===== src/rtl/exe_busy_ctrl_pkg.sv =====
// Purpose : shared types and default latencies for the execute busy/writeback scheduler.
// Latency : n/a (types and constants only).
// Backpressure: n/a.
// Contents: ExeUnit_t (unit encoding), ExeBusy_t (per-unit busy vector), default unit latencies.
package exe_busy_ctrl_pkg;

  localparam int DEF_ALU_LAT  = 1;
  localparam int DEF_FPU_LAT  = 3;
  localparam int DEF_MEM_LAT  = 2;
  localparam int DEF_DIV_LAT  = 8;
  localparam int DEF_FDIV_LAT = 12;
  localparam int DEF_CSR_LAT  = 1;
  localparam int DEF_MAX_LAT  = 16;

  // Code 0 doubles as the "no unit" tag so a cleared tag slot reads as UNIT_NONE.
  // Code 7 is left unassigned and is rejected on issue.
  typedef enum logic [2:0] {
    UNIT_NONE = 3'd0,
    UNIT_ALU  = 3'd1,
    UNIT_DIV  = 3'd2,
    UNIT_FPU  = 3'd3,
    UNIT_FDIV = 3'd4,
    UNIT_CSR  = 3'd5,
    UNIT_MEM  = 3'd6
  } ExeUnit_t;

  typedef struct packed {
    logic alu;
    logic div;
    logic fpu;
    logic fdiv;
    logic csr;
    logic mem;
  } ExeBusy_t;

endpackage


===== src/rtl/exe_busy_ctrl_wb_resv.sv =====
// Purpose : writeback reservation shift register with a parallel unit-tag array.
// Latency : a reservation set at index L-1 reaches slot 0 L-1 edges later.
// Backpressure: none; the caller guarantees the target slot is free before setting it.
// Ports   : i_clk/i_reset (async high), i_flush_n clears everything, i_set/i_set_idx/i_set_unit
//           load one slot, o_resv is the full reservation vector, o_tag0 the owner of slot 0.
module wb_resv
  import exe_busy_ctrl_pkg::*;
#(
  parameter int MAX_LAT = DEF_MAX_LAT,
  localparam int IDX_W  = (MAX_LAT > 1) ? $clog2(MAX_LAT) : 1
) (
  input  logic               i_clk,
  input  logic               i_reset,
  input  logic               i_flush_n,
  input  logic               i_set,
  input  logic [IDX_W-1:0]   i_set_idx,
  input  ExeUnit_t           i_set_unit,
  output logic [MAX_LAT-1:0] o_resv,
  output ExeUnit_t           o_tag0
);

  logic [MAX_LAT-1:0] r_resv;
  logic [MAX_LAT-1:0] w_resv_nxt;
  ExeUnit_t           r_tag     [MAX_LAT];
  ExeUnit_t           w_tag_nxt [MAX_LAT];

  always_comb begin
    w_resv_nxt = r_resv >> 1;
    for (int i = 0; i < MAX_LAT - 1; i++) begin
      w_tag_nxt[i] = r_tag[i+1];
    end
    w_tag_nxt[MAX_LAT-1] = UNIT_NONE;
    // The new reservation is merged after the shift so it lands exactly L-1 slots from the head.
    if (i_set) begin
      w_resv_nxt[i_set_idx] = 1'b1;
      w_tag_nxt[i_set_idx]  = i_set_unit;
    end
  end

  always_ff @(posedge i_clk or posedge i_reset) begin
    if (i_reset) begin
      r_resv <= '0;
      for (int i = 0; i < MAX_LAT; i++) r_tag[i] <= UNIT_NONE;
    end else if (!i_flush_n) begin
      r_resv <= '0;
      for (int i = 0; i < MAX_LAT; i++) r_tag[i] <= UNIT_NONE;
    end else begin
      r_resv <= w_resv_nxt;
      for (int i = 0; i < MAX_LAT; i++) r_tag[i] <= w_tag_nxt[i];
    end
  end

  assign o_resv = r_resv;
  assign o_tag0 = r_tag[0];

endmodule


===== src/rtl/exe_busy_ctrl.sv =====
// Purpose : execute-stage busy tracking and single-port writeback slot scheduling.
// Latency : issue at t with unit latency L shows the writeback slot at t+L; issue_err one cycle after a reject.
// Backpressure: exe_busy (registered state plus mem_busy_in) tells the scheduler which units may issue.
// Ports   : clk, reset (async high), flush_ (low), issue_e_ (low) + issue_unit, mem_busy_in;
//           outputs exe_busy, wb_sched_e_ (low), wb_sched_unit, issue_err.
module exe_busy_ctrl
  import exe_busy_ctrl_pkg::*;
#(
  parameter int ALU_LAT  = DEF_ALU_LAT,
  parameter int FPU_LAT  = DEF_FPU_LAT,
  parameter int MEM_LAT  = DEF_MEM_LAT,
  parameter int DIV_LAT  = DEF_DIV_LAT,
  parameter int FDIV_LAT = DEF_FDIV_LAT,
  parameter int CSR_LAT  = DEF_CSR_LAT,
  parameter int MAX_LAT  = DEF_MAX_LAT
) (
  input  logic     clk,
  input  logic     reset,
  input  logic     flush_,
  input  logic     issue_e_,
  input  ExeUnit_t issue_unit,
  input  logic     mem_busy_in,
  output ExeBusy_t exe_busy,
  output logic     wb_sched_e_,
  output ExeUnit_t wb_sched_unit,
  output logic     issue_err
);

  localparam int IDX_W = (MAX_LAT > 1) ? $clog2(MAX_LAT) : 1;
  localparam int CNT_W = $clog2(MAX_LAT + 1);

  logic [MAX_LAT-1:0] w_resv;
  logic [MAX_LAT:0]   w_resv_ext;
  ExeUnit_t           w_tag0;
  logic [CNT_W-1:0]   r_div_cnt;
  logic [CNT_W-1:0]   r_fdiv_cnt;
  logic [CNT_W-1:0]   r_csr_cnt;
  logic               r_issue_err;
  logic               w_issue_req;
  logic               w_unit_ok;
  logic               w_unit_busy;
  logic               w_accept;
  logic [IDX_W-1:0]   w_set_idx;

  // A zero above the top slot makes resv[L] always indexable; L=MAX_LAT then never conflicts.
  assign w_resv_ext = {1'b0, w_resv};

  // Busy depends only on registered state and mem_busy_in, never on the issue request itself.
  always_comb begin
    exe_busy      = '0;
    exe_busy.alu  = w_resv_ext[ALU_LAT];
    exe_busy.fpu  = w_resv_ext[FPU_LAT];
    exe_busy.mem  = w_resv_ext[MEM_LAT] | mem_busy_in;
    exe_busy.div  = w_resv_ext[DIV_LAT] | (r_div_cnt != '0);
    exe_busy.fdiv = w_resv_ext[FDIV_LAT] | (r_fdiv_cnt != '0);
    exe_busy.csr  = w_resv_ext[CSR_LAT] | (r_csr_cnt != '0);
  end

  always_comb begin
    w_unit_ok   = 1'b1;
    w_unit_busy = 1'b0;
    w_set_idx   = '0;
    case (issue_unit)
      UNIT_ALU:  begin w_unit_busy = exe_busy.alu;  w_set_idx = IDX_W'(ALU_LAT - 1);  end
      UNIT_FPU:  begin w_unit_busy = exe_busy.fpu;  w_set_idx = IDX_W'(FPU_LAT - 1);  end
      UNIT_MEM:  begin w_unit_busy = exe_busy.mem;  w_set_idx = IDX_W'(MEM_LAT - 1);  end
      UNIT_DIV:  begin w_unit_busy = exe_busy.div;  w_set_idx = IDX_W'(DIV_LAT - 1);  end
      UNIT_FDIV: begin w_unit_busy = exe_busy.fdiv; w_set_idx = IDX_W'(FDIV_LAT - 1); end
      UNIT_CSR:  begin w_unit_busy = exe_busy.csr;  w_set_idx = IDX_W'(CSR_LAT - 1);  end
      default:   w_unit_ok = 1'b0;
    endcase
  end

  // A flush masks the request entirely, so a same-cycle issue is neither accepted nor flagged.
  assign w_issue_req = !issue_e_ && flush_;
  assign w_accept    = w_issue_req && w_unit_ok && !w_unit_busy;

  wb_resv #(.MAX_LAT(MAX_LAT)) u_wb_resv (
    .i_clk      (clk),
    .i_reset    (reset),
    .i_flush_n  (flush_),
    .i_set      (w_accept),
    .i_set_idx  (w_set_idx),
    .i_set_unit (issue_unit),
    .o_resv     (w_resv),
    .o_tag0     (w_tag0)
  );

  // Iterative-unit occupancy: load L-1 on issue, count down to zero.
  always_ff @(posedge clk or posedge reset) begin
    if (reset) begin
      r_div_cnt   <= '0;
      r_fdiv_cnt  <= '0;
      r_csr_cnt   <= '0;
      r_issue_err <= 1'b0;
    end else begin
      r_issue_err <= w_issue_req && !w_accept;
      if (!flush_) begin
        r_div_cnt  <= '0;
        r_fdiv_cnt <= '0;
        r_csr_cnt  <= '0;
      end else begin
        if (w_accept && issue_unit == UNIT_DIV) r_div_cnt <= CNT_W'(DIV_LAT - 1);
        else if (r_div_cnt != '0)               r_div_cnt <= r_div_cnt - 1'b1;

        if (w_accept && issue_unit == UNIT_FDIV) r_fdiv_cnt <= CNT_W'(FDIV_LAT - 1);
        else if (r_fdiv_cnt != '0)               r_fdiv_cnt <= r_fdiv_cnt - 1'b1;

        if (w_accept && issue_unit == UNIT_CSR) r_csr_cnt <= CNT_W'(CSR_LAT - 1);
        else if (r_csr_cnt != '0)               r_csr_cnt <= r_csr_cnt - 1'b1;
      end
    end
  end

  assign wb_sched_e_   = !w_resv[0];
  assign wb_sched_unit = w_tag0;
  assign issue_err     = r_issue_err;

endmodule

===== config.mk =====
export PLATFORM = sky130hd
export DESIGN_NAME = exe_busy_ctrl
export DESIGN_NICKNAME = d
export VERILOG_FILES = /design/src/rtl/exe_busy_ctrl_pkg.sv /design/src/rtl/exe_busy_ctrl_wb_resv.sv /design/src/rtl/exe_busy_ctrl.sv
export SDC_FILE = /design/constraint.sdc
export NUM_CORES = 1
export LEC_CHECK = 0
export BUFFER_PORTS_ARGS = -buffer_cell sky130_fd_sc_hd__buf_4
export CORE_MARGIN = 2
export CORE_UTILIZATION = 54
export CTS_CLUSTER_SIZE = 8
export DETAILED_ROUTE_END_ITERATION = 10
export PLACE_DENSITY = 0.78
export SLEW_MARGIN = 30
export SYNTH_ARGS = -nofsm -noshare
export SYNTH_HDL_FRONTEND = slang
export SYNTH_SLANG_ARGS = --single-unit

===== constraint.sdc =====
create_clock -name clk -period 2.67 [get_ports clk]
set_input_delay 0.6675 -clock clk [delete_from_list [all_inputs] [get_ports clk]]
set_output_delay 0.6675 -clock clk [all_outputs]
set_load 0.02 [all_outputs]

== Word level (Yosys, flattened, before mapping) ==
Cells that the tools add are included.
Word-level totals
  memories kept: 0
  bits in latches: 0
  memory bits (read-only): 0
  word-level logic and storage cells: 81
  RAM bits: 0
  output and inout bits: 11
  register bits: 80
Cells by class
  reduce and logical (&&, ||, !) cells: 17
  multiply operators: 0
  $add $sub $neg: 3
  divide/modulo/power cells: 0
  $lt $le $gt $ge: 4
  eq/ne operators: 9
  shift-type cells: 0
  bitwise logic cells: 6
  muxes and demuxes: 21
Operator list (number)
  2-to-1 mux 48 bit: 2
  bitwise mux 48 bit: 1
  2-to-1 mux 5 bit: 9
  2-to-1 mux 16 bit: 2
  bitwise OR 15 x 16 -> 16 bit: 1
  one-hot mux 4 bit (4 select lines): 1
  nonzero test 5 bit: 3
  subtractor 5 x 1 -> 5 bit (second input constant): 3
  demux 3 bit (select 4 bit): 1
  == test 3 bit (second input constant): 3
  logical AND 1 bit: 9
  != test 3 x 1 -> 1 bit (second input constant): 3
  == test 3 x 2 -> 1 bit (second input constant): 2
  one-hot mux 1 bit (6 select lines): 1
  OR reduction 6 bit: 1
  >= comparator 5 bit (second input constant): 1
  less-than comparator 4 x 5 -> 1 bit (second input constant): 1
  less-than comparator 5 x 1 -> 1 bit (second input constant): 1
  NOT 4 -> 5 bit: 1
  demux 1 bit (select 4 bit): 1
  >= comparator 4 x 1 -> 1 bit (second input constant): 1
  zero test 1 bit: 4
  bitwise OR 1 bit: 4
  == test 3 x 1 -> 1 bit (second input constant): 1
  other kinds (2): 3

== Depth between registers and ports, before layout ==
  depth in word-level cells: 10
  depth in mapped cells: 6
  depth with buffers taken out: 6

== Modules after synthesis ==
From an unflattened synthesis, not the netlist that was laid out.
Second synthesis, totals
  cell total of the unflattened synthesis: 349
  area total of the unflattened synthesis: 3727.3 um^2
Modules (own cells, without submodules)
  wb_resv: instances 1, area an instance 2661.3 um^2, seq. area each 1601.5 um^2, cells each 231
  exe_busy_ctrl: instances 1, area an instance 1066.0 um^2, seq. area each 400.4 um^2, cells each 118

== Worst setup path after synthesis ==
OpenSTA, ideal clock, no wires.
  path kind: register to output
  from: register r_csr_cnt[0]
  to: output port exe_busy[1] (netlist name)
  arrival: 1.179 ns
  path slack: 0.824 ns
  stages on the path, launching flop included: 5
  path through: dfrtp_1 inv_1 ha_1 nor4b_4 nand2b_1
RTL lines
  from (decl): line exe_busy_ctrl.sv:37  | logic [CNT_W-1:0] r_csr_cnt;
  from (signal assigned): line exe_busy_ctrl.sv:109  | if (w_accept && issue_unit == UNIT_CSR) r_csr_cnt <= CNT_W'(CSR_LAT - 1);
  from (signal assigned): line exe_busy_ctrl.sv:110  | else if (r_csr_cnt != '0) r_csr_cnt <= r_csr_cnt - 1'b1;
  to (decl): line exe_busy_ctrl.sv:23  | output ExeBusy_t exe_busy,

==> metrics.txt <==
Max Cap Viol 0; pwr/cell area 910 nW/um2; EDFF count, synth 0; DRC violations left 0; die width 81.1 um; port bufs 18; via count about 1800; logic gate share of total power 28.9%; Worst path top cell family by delay simple AND/OR/NAND/NOR gates; CP cell instances inv_1, ha_1, nor4b_4, nand2b_1, buf_4; Cells after Synth 259; Core Region 5850 um2; die area around 6600 um2; H-tree depth 3; Peak VDD IR 0.000577 V; final hold vios 0; status finished clean; Avg WL per Cell 13.0 um; largest net degree at the start of global routing 76; worst-path fanout max 5; Pins Over Slew Limit 0; Critical path buffers and inverters 2; Synth warnings 0; # fillers ~470; relative slew slack between 50% and 60%; Clock Power Share 26.9%; post-synthesis sequential area ratio 62.3%; cell-internal power about 2300 uW; drt initial violations around 110; Fin Clk Skew 0.00839 ns; gp weighted congestion roughly 0.77; min Tclk post-route 2.43 ns; Reg clk slew, reported paths approximately 0.080 ns; CP max stage delay 0.41 ns; critical path launch point type register; Final TNS setup 0 ns; Diodes inserted 0; first-pass GRT wire length 7.91 mm; Slowest-stage cell, CP dfrtp_1; Synth Flop Type dfrtp_1; initial antenna violation count 0; Detail Route Antenna Nets 0; share of power burned in registers 44.1%; Die Y 81.1 um; worst hold path class in2async; GRT Residual Overflow 0; Final #Nets 294; CTS Hold Bufs 0; Slew @ Worst Pin a little over 0.7 ns; RSZ-0062 raised after global routing no; I/O pin count 19; Pwr Total 3300 uW; final worst-path cycle share 91.1%; Pleak about 0.0018 uW; Rows 28; Yosys cell types 45; gr usage total 16.3%; maximum clock frequency a little over 400 MHz; CTS Sinks 80; FFs w/ async S/R, synth between 90% and 100%; worst skew pair latency around 0.34 ns; Seq cells post-synth 80; Detailed Routing Iterations Pass 1 6; post-CTS setup buffers 0; syn_area_per_cell between 10 and 15 um2; post-cts resize count 0; detailed placement HPWL just over 3 mm; Psw 1040 uW; routed vias/inst a little over 5; CTS tree done; Setup crit end kind output port; layout cells sized above 1 between 10% and 20%; CP required 2.00 ns; critical path class reg2out; clk buf depth 2; Initial Utilization around 55%; drt total wl 4.69 mm; post-route cell area 3620 um2; vias in the first global route around 1700; Synth Cell Area between 3000 and 4000 um2; critical path arrival 1.77 ns; root buffer cell clkbuf_8; fin util 61.9%; DP Area 3420 um2; Switching Share 31.5%; final setup vio count 0; CTS buffer count 9; P&R area growth vs syn 12.8%
==> layer usage <==
metal  routed length [um]  GRT usage, %  up-vias
met3                  164          4.67        8
li1                     -             -      885
met4                   86          8.64        0
met5                    0             0        -
met1                 2210          22.1      900
met2                 2230          24.0       31
==> worst reg2reg max path: cells and delay by family, from the launching register on <==
kind,cells,cell delay (ns)
AND/OR/NAND/NOR,4,1.16
buffers and inverters,1,0.09
adder cells (fa/ha/maj),1,0.19
flip-flops,1,0.41
==> area by class of cell <==
class | count | area, um2 | share of cell area [%]
Clock buffer | 10 | 138 | 3.80
Sequential cell | 80 | 2000 | 55.2
Tap cell | 75 | 93.8 | 2.59
Multi-Input combinational cell | 156 | 1100 | 30.3
Timing Repair Buffer | 22 | 178 | 4.90
Clock inverter | 6 | 68.8 | 1.90
Inverter | 11 | 45.0 | 1.24
==> Yosys cell counts (2+ instances only) <==
cell | count | area, um2
clkbuf_1 | 8 | 30.0
o21ai_0 | 3 | 15.0
a21o_1 | 5 | 37.5
a21oi_1 | 5 | 25.0
nor4b_4 | 3 | 71.3
nand2_1 | 12 | 45.0
xor2_1 | 2 | 17.5
nor3_1 | 4 | 20.0
dfrtp_1 | 80 | 2000
nor2b_1 | 2 | 12.5
inv_1 | 11 | 41.3
and2_1 | 42 | 263
buf_4 | 7 | 52.6
xnor2_1 | 3 | 26.3
a21boi_0 | 2 | 15.0
and3b_1 | 4 | 35.0
nor3b_1 | 2 | 15.0
nand2b_1 | 5 | 31.3
ha_1 | 6 | 75.1
nor2_1 | 14 | 52.6
o21a_1 | 14 | 105
mux2i_1 | 2 | 20.0
==> power groups by stage <==
stage          logic [uW]  registers [uW]  clock network, uW
4_1_cts               967            1460                919
3_5_place_dp          960            1480                  0
3_3_place_gp          923            1470                  0
2_1_floorplan         736            1460                  0
5_1_grt              1070            1470                963
6_report              954            1460                889
==> flip-flops by register name, summed over array words and instances (netlist names) <==
register          cells
issue_err             1
r_csr_cnt             5
r_div_cnt             5
r_fdiv_cnt            5
u_wb_resv.o_resv     16
u_wb_resv.o_tag0      3
u_wb_resv.r_tag      45
==> per-stage QoR <==
stage                     hold slack, ns  cells  setup WS (ns)
after detailed placement           0.441    344          0.603
after floorplan                    0.430    262          0.824
after CTS                          0.368    360          0.207
final                              0.367    360          0.236
after global routing               0.399    360          0.104
after global placement             0.436    344          0.693
==> cells by family after synthesis <==
logic type / count (synthesis) / synth area share [%]
and+or+nand+nor: 103 / 21.5
DFF: 80 / 62.3
AOI/OAI and AO/OA: 35 / 7.55
buffers and inverters: 26 / 3.86
adders and majority gates: 6 / 2.34
xor gates and xnor gates: 5 / 1.36
muxes: 3 / 0.974
other: 1 / 0.117
==> path summary, 6_finish.rpt <==
kind | from | to | slack, ns | depth (start not counted)
worst max-delay path | r_fdiv_cnt[0] | exe_busy[2] | 0.24 | 5
worst min-delay path | reset | u_wb_resv.r_tag[19] | 0.37 | 2
worst max register to register | r_div_cnt[0] | u_wb_resv.r_tag[26] | 0.71 | 6
worst min register to register | u_wb_resv.r_tag[35] | u_wb_resv.r_tag[38] | 0.46 | 1
max in group asynchronous | reset | u_wb_resv.r_tag[40] | 1.68 | 3
min in group clk | u_wb_resv.r_tag[35] | u_wb_resv.r_tag[38] | 0.46 | 1
==> layout by cell type (no fill, tap or decap), types with 5 or more instances in the layout <==
cell type | Yosys | layout
nor2_1 | 14 | 14
a21oi_1 | 5 | 5
nand2_1 | 12 | 12
nand2b_1 | 5 | 5
a21o_1 | 5 | 5
ha_1 | 6 | 6
clkbuf_8 | 0 | 10
inv_1 | 11 | 10
o21a_1 | 14 | 14
and2_1 | 42 | 42
dfrtp_1 | 80 | 80
buf_4 | 7 | 21
(Power assumes the default switching activity.)
